===== config.mk =====
export PLATFORM = sky130hd
export DESIGN_NAME = dead_time_monitor
export DESIGN_NICKNAME = d
export VERILOG_FILES = /design/src/rtl/dead_time_monitor_pkg.sv /design/src/rtl/dead_time_monitor_sync.sv /design/src/rtl/dead_time_monitor.sv
export SDC_FILE = /design/constraint.sdc
export NUM_CORES = 1
export LEC_CHECK = 0
export CAP_MARGIN = 30
export CORE_MARGIN = 10
export CORE_UTILIZATION = 55
export CTS_CLUSTER_DIAMETER = 150
export DETAILED_ROUTE_END_ITERATION = 6
export HOLD_SLACK_MARGIN = 0.03
export PLACE_DENSITY_LB_ADDON = 0.1
export SYNTH_ARGS = -nofsm -noshare
export SYNTH_HDL_FRONTEND = slang
export SYNTH_HIERARCHICAL = 1
export SYNTH_SLANG_ARGS = --single-unit
export TNS_END_PERCENT = 20

===== constraint.sdc =====
create_clock -name clk -period 5.3 [get_ports clk]
set_input_delay 0.53 -clock clk [delete_from_list [all_inputs] [get_ports clk]]
set_output_delay 0.53 -clock clk [all_outputs]
set_load 0.02 [all_outputs]

===== src/rtl/dead_time_monitor_pkg.sv =====
// Shared types and constants for the gate-pair dead-time monitor.
// Holds the monitor FSM state encoding and default counter widths.
package dead_time_monitor_pkg;

   localparam int DTCOUNT_WIDTH = 8;
   localparam int OVL_W         = 4;

   typedef enum logic [2:0] {
      IDLE  = 3'd0,
      A_ON  = 3'd1,
      B_ON  = 3'd2,
      GAP_A = 3'd3,
      GAP_B = 3'd4,
      OVL   = 3'd5
   } dtmon_state_e;

endpackage


===== src/rtl/dead_time_monitor_sync.sv =====
// One-bit flop-chain synchronizer, async reset to 0.
// Ports: clk, reset, d (async level in), q (synchronized level out).
module dead_time_monitor_sync #(
   parameter int STAGES = 2
) (
   input  logic clk,
   input  logic reset,
   input  logic d,
   output logic q
);

   logic [STAGES-1:0] chain;

   // Shift form keeps STAGES=1 legal (no [STAGES-2:0] slice).
   always_ff @(posedge clk or posedge reset) begin
      if (reset)
         chain <= '0;
      else
         chain <= (chain << 1) | STAGES'(d);
   end

   assign q = chain[STAGES-1];

endmodule


===== src/rtl/dead_time_monitor.sv =====
// Dead-time / shoot-through checker for a complementary gate pair.
// Ports: clk, reset, gate_A/B, logic_A/B, mon_en, dt_min, fault_clr in;
//        pwm_rec, dt_meas_A/B, meas_valid_A/B, fault_*, trip, state out.
module dead_time_monitor
   import dead_time_monitor_pkg::*;
#(
   parameter int DT_W        = DTCOUNT_WIDTH,
   parameter int SYNC_STAGES = 2,
   parameter int OVL_FILTER  = 1
) (
   input  logic            clk,
   input  logic            reset,
   input  logic            gate_A,
   input  logic            gate_B,
   input  logic            logic_A,
   input  logic            logic_B,
   input  logic            mon_en,
   input  logic [DT_W-1:0] dt_min,
   input  logic            fault_clr,
   output logic            pwm_rec,
   output logic [DT_W-1:0] dt_meas_A,
   output logic [DT_W-1:0] dt_meas_B,
   output logic            meas_valid_A,
   output logic            meas_valid_B,
   output logic            fault_overlap,
   output logic            fault_dtmin,
   output logic            trip,
   output logic [2:0]      state
);

   localparam logic [OVL_W-1:0] OVL_MAX = OVL_W'(OVL_FILTER);

   logic sync_a, sync_b;
   logic on_a, on_b;
   logic both, neither, only_a, only_b;

   dtmon_state_e     st, st_nxt;
   logic [DT_W-1:0]  gap_cnt, gap_nxt, gap_inc;
   logic [DT_W-1:0]  meas_val;
   logic [OVL_W-1:0] ovl_cnt, ovl_nxt;
   logic             ovl_hit;
   logic             take_a, take_b;
   logic             dt_fail;

   dead_time_monitor_sync #(.STAGES(SYNC_STAGES)) u_sync_a (
      .clk   (clk),
      .reset (reset),
      .d     (gate_A),
      .q     (sync_a)
   );

   dead_time_monitor_sync #(.STAGES(SYNC_STAGES)) u_sync_b (
      .clk   (clk),
      .reset (reset),
      .d     (gate_B),
      .q     (sync_b)
   );

   // Strip per-leg pin polarity: 1 = leg conducting.
   assign on_a = sync_a ^ ~logic_A;
   assign on_b = sync_b ^ ~logic_B;

   assign both    =  on_a &  on_b;
   assign neither = ~on_a & ~on_b;
   assign only_a  =  on_a & ~on_b;
   assign only_b  = ~on_a &  on_b;

   // Overlap run length saturates at the filter so a held overlap
   // keeps asserting ovl_hit (and so beats fault_clr).
   assign ovl_nxt = !both ? '0 :
                    (ovl_cnt == OVL_MAX) ? ovl_cnt : ovl_cnt + 1'b1;
   assign ovl_hit = mon_en && both && (ovl_nxt == OVL_MAX);

   assign gap_inc = (gap_cnt == '1) ? gap_cnt : gap_cnt + 1'b1;

   always_comb begin
      st_nxt   = st;
      gap_nxt  = gap_cnt;
      meas_val = gap_cnt;
      take_a   = 1'b0;
      take_b   = 1'b0;
      if (!mon_en) begin
         st_nxt  = IDLE;
         gap_nxt = '0;
      end else if (ovl_hit) begin
         st_nxt = OVL;
      end else begin
         unique case (st)
            IDLE: begin
               if (only_a)      st_nxt = A_ON;
               else if (only_b) st_nxt = B_ON;
            end
            A_ON: begin
               if (neither) begin
                  st_nxt  = GAP_A;
                  gap_nxt = DT_W'(1);
               end else if (only_b) begin
                  st_nxt   = B_ON;
                  take_b   = 1'b1;
                  meas_val = '0;
               end
            end
            B_ON: begin
               if (neither) begin
                  st_nxt  = GAP_B;
                  gap_nxt = DT_W'(1);
               end else if (only_a) begin
                  st_nxt   = A_ON;
                  take_a   = 1'b1;
                  meas_val = '0;
               end
            end
            GAP_A: begin
               if (neither) begin
                  gap_nxt = gap_inc;
               end else if (only_b) begin
                  st_nxt = B_ON;
                  take_b = 1'b1;
               end else if (only_a) begin
                  st_nxt = A_ON;
               end
            end
            GAP_B: begin
               if (neither) begin
                  gap_nxt = gap_inc;
               end else if (only_a) begin
                  st_nxt = A_ON;
                  take_a = 1'b1;
               end else if (only_b) begin
                  st_nxt = B_ON;
               end
            end
            OVL: begin
               if (neither) st_nxt = IDLE;
            end
            default: st_nxt = IDLE;
         endcase
      end
   end

   assign dt_fail = (take_a | take_b) && (meas_val < dt_min);

   always_ff @(posedge clk or posedge reset) begin
      if (reset) begin
         st            <= IDLE;
         gap_cnt       <= '0;
         ovl_cnt       <= '0;
         pwm_rec       <= 1'b0;
         dt_meas_A     <= '0;
         dt_meas_B     <= '0;
         meas_valid_A  <= 1'b0;
         meas_valid_B  <= 1'b0;
         fault_overlap <= 1'b0;
         fault_dtmin   <= 1'b0;
         trip          <= 1'b0;
      end else begin
         st           <= st_nxt;
         gap_cnt      <= gap_nxt;
         ovl_cnt      <= mon_en ? ovl_nxt : '0;
         meas_valid_A <= take_a;
         meas_valid_B <= take_b;
         if (take_a) dt_meas_A <= meas_val;
         if (take_b) dt_meas_B <= meas_val;
         if (st_nxt == A_ON)      pwm_rec <= 1'b1;
         else if (st_nxt == B_ON) pwm_rec <= 1'b0;
         fault_overlap <= ovl_hit | (fault_overlap & ~fault_clr);
         fault_dtmin   <= dt_fail | (fault_dtmin & ~fault_clr);
         trip          <= fault_overlap | fault_dtmin;
      end
   end

   assign state = st;

endmodule

==> qor.yml, run 1 <==
critical_path:
  r2r_slack_ps: 2260
  setup.worst_path.class: "in2reg"
  startpoint: "logic_B"
  critPathMaxStageDelay_ps: 620
  worst_r2r_path_depth: 9
  cp-start-kind: "input port"
  path_max_fanout: 10
  cp-end-kind: "flip-flop"
  crit_path_cell_trace: "clkdlybuf4s50_1 > xnor2_1 > nor3_1 > o21ai_1 > and2_1 > ha_1 > a21oi_1 > o21ai_0 > o41a_1 > a311oi_2"
  worstPathRequired_ps: 5500
  slowest_stage: "xnor2_1"
  crit_arrival_ps: 3520
  rr_endpoint: "fault_dtmin$_DFF_PP0_"
  reg2reg_from: "u_sync_b/chain[1]$_DFF_PP0_"
synthesis:
  syn_nets: 257
  synthFlopType: "dfrtp_1"
  yosysWarnings: 6
  netlist_area_um2: 2340
  synth_edf_count: 0
  syn-mean-instance-area_um2: 10.2
  async_flop_share: 1.00
  post_synth_num_cell_types: 52
  synth_area_leaders: "dfrtp_1, mux2_2, ha_1"
  syn_inst: 231
  ys_seq_elements: 41
  yosysSeqAreaShare: 0.438
  synth_top_area_share: 0.438
  synth_top_cell_by_area: "dfrtp_1"
routing:
  drt-total-wl_mm: 5.23
  route.detailed.drc: 0
  viasPerCell: 5.86
  drt_iter0_markers: 122
  wl_per_cell_um: 16.1
  ant_nets: 0
  vias: 1903
  dr.pass1.iters: 4
sta:
  setup_tns_ps: 0
  min_period_ps: 3320
  fin_crit_sh: 0.627
  tightest_slew_ps: 714
  slew_violations: 0
  grt_setup_unrepaired: "false"
  max_slew_margin: 0.520
  setup_viol: 0
  fmax_mhz: 301
  skew_ps: 4.97
  hold_violations: 0
global_routing:
  antenna_found_initial: 0
  met1_usage: 0.185
  grtUsageMet3: 0.0468
  grt_overflow: 0
  grtUsageTotal: 0.147
  grt_pass1_vias: 1887
  grt_pass1_wl_mm: 9.06
  grt_start_max_net_pins: 38
  top_usage_layer: "met2"
  gr-usage-met2: 0.236
die:
  die-area_um2: 7280
  pin_count: 41
  die_h_um: 85.3
  rows: 23
  start_util: 0.578
  core_um2: 4060
  die_w_um: 85.3
cts:
  cts_made_buffers: 5
  cts_tree: "yes"
  ctsResizeCount: 0
  cts.sinks: 41
  max-clock-path-buffers: 2
  postCtsSetupBuffers: 0
  postCtsHoldBufs: 0
  ctsHtreeMaxLevel: 2
  clk-insertion-delay-late_ps: 290
  root_buffer: "clkbuf_8"
  cts.reportedPaths.clkPinSlew_ps: 80
finish:
  diodes: 0
  final_core_util: 0.722
  final_common_cell: "dfrtp_1"
  nets: 300
  layout-drive-gt1-share: 0.145
  area_growth_pct: 24.9
  fillers: 306
  final_cells: 325
  mostFrequentLayoutCells: "dfrtp_1, clkdlybuf4s50_1, inv_1"
pwr:
  switching_share: 0.282
  clkPwrFrac: 0.351
  powerDensity_nw_per_um2: 288
  power_leakage_nw: 1.29
  p_seq_frac: 0.426
  switching_power_mw: 0.238
  max-vdd-ir-drop_uv: 163
  comb_power_share: 0.223
  p_int_mw: 0.607
placed_design:
  gp_congestion: 0.826
  placed_cells: 317
  hpwl_mm: 3.84
  io_buffers: 40
hold_path:
  whs_endpoint: "u_sync_b/chain[1]$_DFF_PP0_"
  hold_path_startpoint: "u_sync_b/chain[0]$_DFF_PP0_"
  min_path_cells: 0
  min_path_type: "reg2reg"
status:
  status: "completed"
flow_run:
  maxCapViolCount: 0
-- worst max-delay path by stage --
stage / endpoint / slack (ps) / cells after the start
2_1_floorplan: fault_dtmin$_DFF_PP0_ / 2680 / 9
3_3_place_gp: fault_dtmin$_DFF_PP0_ / 1840 / 10
3_5_place_dp: fault_dtmin$_DFF_PP0_ / 1720 / 10
4_1_cts: fault_dtmin$_DFF_PP0_ / 2020 / 10
5_1_grt: fault_dtmin$_DFF_PP0_ / 1800 / 10
6_report: fault_dtmin$_DFF_PP0_ / 1980 / 10
-- synth_stat cells, drive strengths merged, types with 2 or more instances --
| cell type | number |
|---|---|
| a211oi | 2 |
| a21oi | 12 |
| a22oi | 2 |
| and2 | 10 |
| and3 | 2 |
| and4 | 2 |
| buf | 2 |
| clkbuf | 4 |
| dfrtp | 41 |
| ha | 10 |
| inv | 19 |
| mux2 | 15 |
| nand2 | 14 |
| nand2b | 4 |
| nand3 | 12 |
| nand4 | 2 |
| nor2 | 11 |
| nor2b | 4 |
| nor3 | 8 |
| nor4 | 6 |
| o211ai | 2 |
| o21ai | 17 |
| o32ai | 4 |
| or2 | 2 |
| or3 | 2 |
| or3b | 2 |
| xnor2 | 4 |
| xor2 | 2 |
-- cell type report --
type | count | area (um^2) | share of cell area
clock buffers | 5 | 68.8 | 0.0235
inverters | 20 | 75.1 | 0.0256
multi-input cells | 164 | 1220 | 0.415
flip-flops and latches | 41 | 1030 | 0.350
repair buffers | 42 | 415 | 0.142
clock inverters | 3 | 65.1 | 0.0222
well taps | 50 | 62.6 | 0.0214
-- kinds of logic (layout without fill, tap and decap cells) --
family	after synthesis	count (layout)	synth area share
compound gates	50	50	0.154
xor+xnor	6	6	0.0304
fa+ha+maj	10	10	0.0534
buf+inv	26	70	0.0438
flops	41	41	0.438
mux	16	16	0.0763
simple gates	82	82	0.204
-- state kept, by name (all words and copies together), names as in the netlist --
register,count
meas_valid_B,1
trip,1
fault_dtmin,1
fault_overlap,1
u_sync_a/chain,2
gap_cnt,8
dt_meas_A,8
meas_valid_A,1
u_sync_b/chain,2
state,3
pwm_rec,1
ovl_cnt,4
dt_meas_B,8
-- power by group through the flow --
stage	clock [mW]	sequential, mW	combinational (mW)
floorplan	0	0.380	0.101
global placement	0	0.365	0.187
detailed placement	0	0.366	0.188
CTS	0.302	0.361	0.190
global route	0.315	0.365	0.208
finish	0.297	0.360	0.188
-- per-stage QoR --
| stage | hold WS, ps | power (mW) | area, um^2 | worst slack (ps) |
|---|---|---|---|---|
| floorplan | 271 | 0.481 | 2340 | 2680 |
| global placement | 333 | 0.553 | 2800 | 1840 |
| detailed placement | 340 | 0.554 | 2800 | 1720 |
| CTS | 360 | 0.852 | 2930 | 2020 |
| global route | 364 | 0.888 | 2930 | 1800 |
| finish | 356 | 0.845 | 2930 | 1980 |
-- worst max-delay path: cells and delay by family --
family | cells | cell delay (ps)
XOR/XNOR | 1 | 620
adder cells (fa/ha/maj) | 1 | 250
buffers and inverters | 1 | 510
AO/OA/AOI/OAI | 5 | 1220
AND/OR/NAND/NOR | 2 | 390
-- layer usage --
metal	share of wire	vias to the layer above
met3	0.067	10
li1	-	914
met4	0.015	0
met5	0	-
met1	0.45	924
met2	0.47	55
No activity file was read; power rests on OpenSTA's default activity.
==> run 2, diff against run 1 <==
--- a/config.mk
+++ b/config.mk
@@ -7,7 +7,7 @@
 export LEC_CHECK = 0
 export CAP_MARGIN = 30
 export CORE_MARGIN = 10
-export CORE_UTILIZATION = 55
+export CORE_UTILIZATION = 53
 export CTS_CLUSTER_DIAMETER = 150
 export DETAILED_ROUTE_END_ITERATION = 6
 export HOLD_SLACK_MARGIN = 0.03
==> constraint.sdc (replaced) <==
create_clock -name clk -period 3.15 [get_ports clk]
set_input_delay 0.315 -clock clk [delete_from_list [all_inputs] [get_ports clk]]
set_output_delay 0.315 -clock clk [all_outputs]
set_load 0.02 [all_outputs]
==> run 2 against run 1 <==
First-iteration DRC count fell by 0.82%. Critical path depth did not move. Flip-flop and latch count did not move. Design area rose by 0.77%. Clock skew rose by 5.8 ps. Register-to-register slack got worse by 1700 ps. Sequential power rose by 68%.
==> qor.yml, run 2 (synthesis gave the netlist of run 1 again) <==
sta:
  setup_viol: 0
  setup_tns_ps: 0
  fmax_mhz: 382
  skew_ps: 10.8
  hold_ws_ps: 231
  max_slew_margin: 0.520
  grt_setup_unrepaired: "false"
  tightest_slew_ps: 715
  min_period_ps: 2620
  fin_ws_ps: 534
  slew_violations: 0
  hold_violations: 0
  fin_crit_sh: 0.831
cts:
  clk-insertion-delay-late_ps: 300
  cts_made_buffers: 5
  ctsHtreeMaxLevel: 2
  max-clock-path-buffers: 2
  postCtsSetupBuffers: 0
  cts_tree: "yes"
  cts.reportedPaths.clkPinSlew_ps: 80
  root_buffer: "clkbuf_8"
  ctsResizeCount: 0
  cts.sinks: 41
  postCtsHoldBufs: 0
pwr:
  power_leakage_nw: 1.31
  comb_power_share: 0.238
  p_seq_frac: 0.443
  p_int_mw: 0.970
  max-vdd-ir-drop_uv: 359
  switching_power_mw: 0.396
  switching_share: 0.290
  powerDensity_nw_per_um2: 463
  clkPwrFrac: 0.319
die:
  die_w_um: 86.5
  rows: 24
  start_util: 0.542
  die-area_um2: 7480
  pin_count: 41
  core_um2: 4320
  die_h_um: 86.5
routing:
  route.detailed.drc: 0
  wl_per_cell_um: 16.2
  ant_nets: 0
  drt_iter0_markers: 121
  viasPerCell: 5.73
  vias: 1904
  drt-total-wl_mm: 5.37
  dr.pass1.iters: 5
global_routing:
  grt_overflow: 0
  grt_pass1_wl_mm: 9.21
  grtUsageTotal: 0.151
  grt_pass1_vias: 1904
  grt_start_max_net_pins: 26
  antenna_found_initial: 0
status:
  status: "completed"
critical_path:
  cp-start-kind: "flip-flop"
  cp-end-kind: "flip-flop"
  worstPathRequired_ps: 3350
  path_max_fanout: 12
  crit_arrival_ps: 2820
  setup.worst_path.class: "reg2reg"
placed_design:
  hpwl_mm: 4.05
  io_buffers: 40
  placed_cells: 324
  gp_congestion: 0.846
  dpl_worst_slack_ps: 282
finish:
  diodes: 0
  multi_input_area_um2: 1220
  nets: 305
  mostFrequentLayoutCells: "dfrtp_1, clkdlybuf4s50_1, inv_1"
  fillers: 357
  ff_latch_area_um2: 1030
  final_common_cell: "dfrtp_1"
  final_cells: 332
  reg.largest.list: "dt_meas_A: 8 flops, dt_meas_B: 8 flops, gap_cnt: 8 flops"
  area_growth_pct: 25.9
  layout-drive-gt1-share: 0.157
hold_path:
  min_path_type: "in2async"
flow_run:
  maxCapViolCount: 0
## run 2: cell count changes in the layout (fill, tap and decap cells not counted), sizes merged
cell    delta
buf        +5
clkinv     -1
bufinv     -1
clkbuf     +2
## run 2: final timing paths
| kind | to | slack [ps] | depth (start not counted) | from |
|---|---|---|---|---|
| worst max register to register | fault_dtmin$_DFF_PP0_ | 530 | 10 | state[0]$_DFF_PP0_ |
| max in group asynchronous | dt_meas_A[0]$_DFFE_PP0P_ | 2010 | 3 | reset |
| min in group clk | u_sync_a/chain[1]$_DFF_PP0_ | 360 | 0 | u_sync_a/chain[0]$_DFF_PP0_ |
| worst max-delay path | fault_dtmin$_DFF_PP0_ | 530 | 10 | state[0]$_DFF_PP0_ |
| worst min register to register | u_sync_a/chain[1]$_DFF_PP0_ | 360 | 0 | u_sync_a/chain[0]$_DFF_PP0_ |
| worst min-delay path | u_sync_b/chain[0]$_DFF_PP0_ | 230 | 2 | reset |
## run 2: final cells by class
type                    instances  area share
flip-flops and latches         41       0.348
multi-input cells             164       0.412
inverters                      20      0.0254
clock buffers                   7      0.0292
clock inverters                 1      0.0102
well taps                      52      0.0220
repair buffers                 47       0.153
## run 2: metal layers
layer	wire, um	vias to the layer above	GRT usage
li1	-	924	-
met1	2340	919	0.193
met2	2580	54	0.238
met3	390	7	0.0525
met4	68	0	0.0398
met5	0	-	0
## run 2: critical path: stages (launching register included)
cell and delay [ps]:
dfrtp_1 580, inv_1 180, nor4_1 330, o21ai_1 130, buf_4 170, and2_1 180
ha_1 280, nand2_1 80, o21ai_0 80, o41a_1 320, a311oi_2 190
## run 2: per-stage QoR
step / power (mW) / util / area (um^2)
2_1_floorplan: 0.809 / - / 2340
3_3_place_gp: 0.938 / 0.656 / 2840
3_5_place_dp: 0.942 / 0.656 / 2840
4_1_cts: 1.38 / 0.683 / 2950
5_1_grt: 1.44 / 0.683 / 2950
6_report: 1.37 / 0.683 / 2950
## run 2: power groups by stage
stage	combinational, mW	clock, mW	sequential, mW
5_1_grt	0.359	0.467	0.615
3_5_place_dp	0.326	0	0.616
3_3_place_gp	0.323	0	0.616
6_report	0.325	0.436	0.606
2_1_floorplan	0.169	0	0.639
4_1_cts	0.329	0.446	0.606
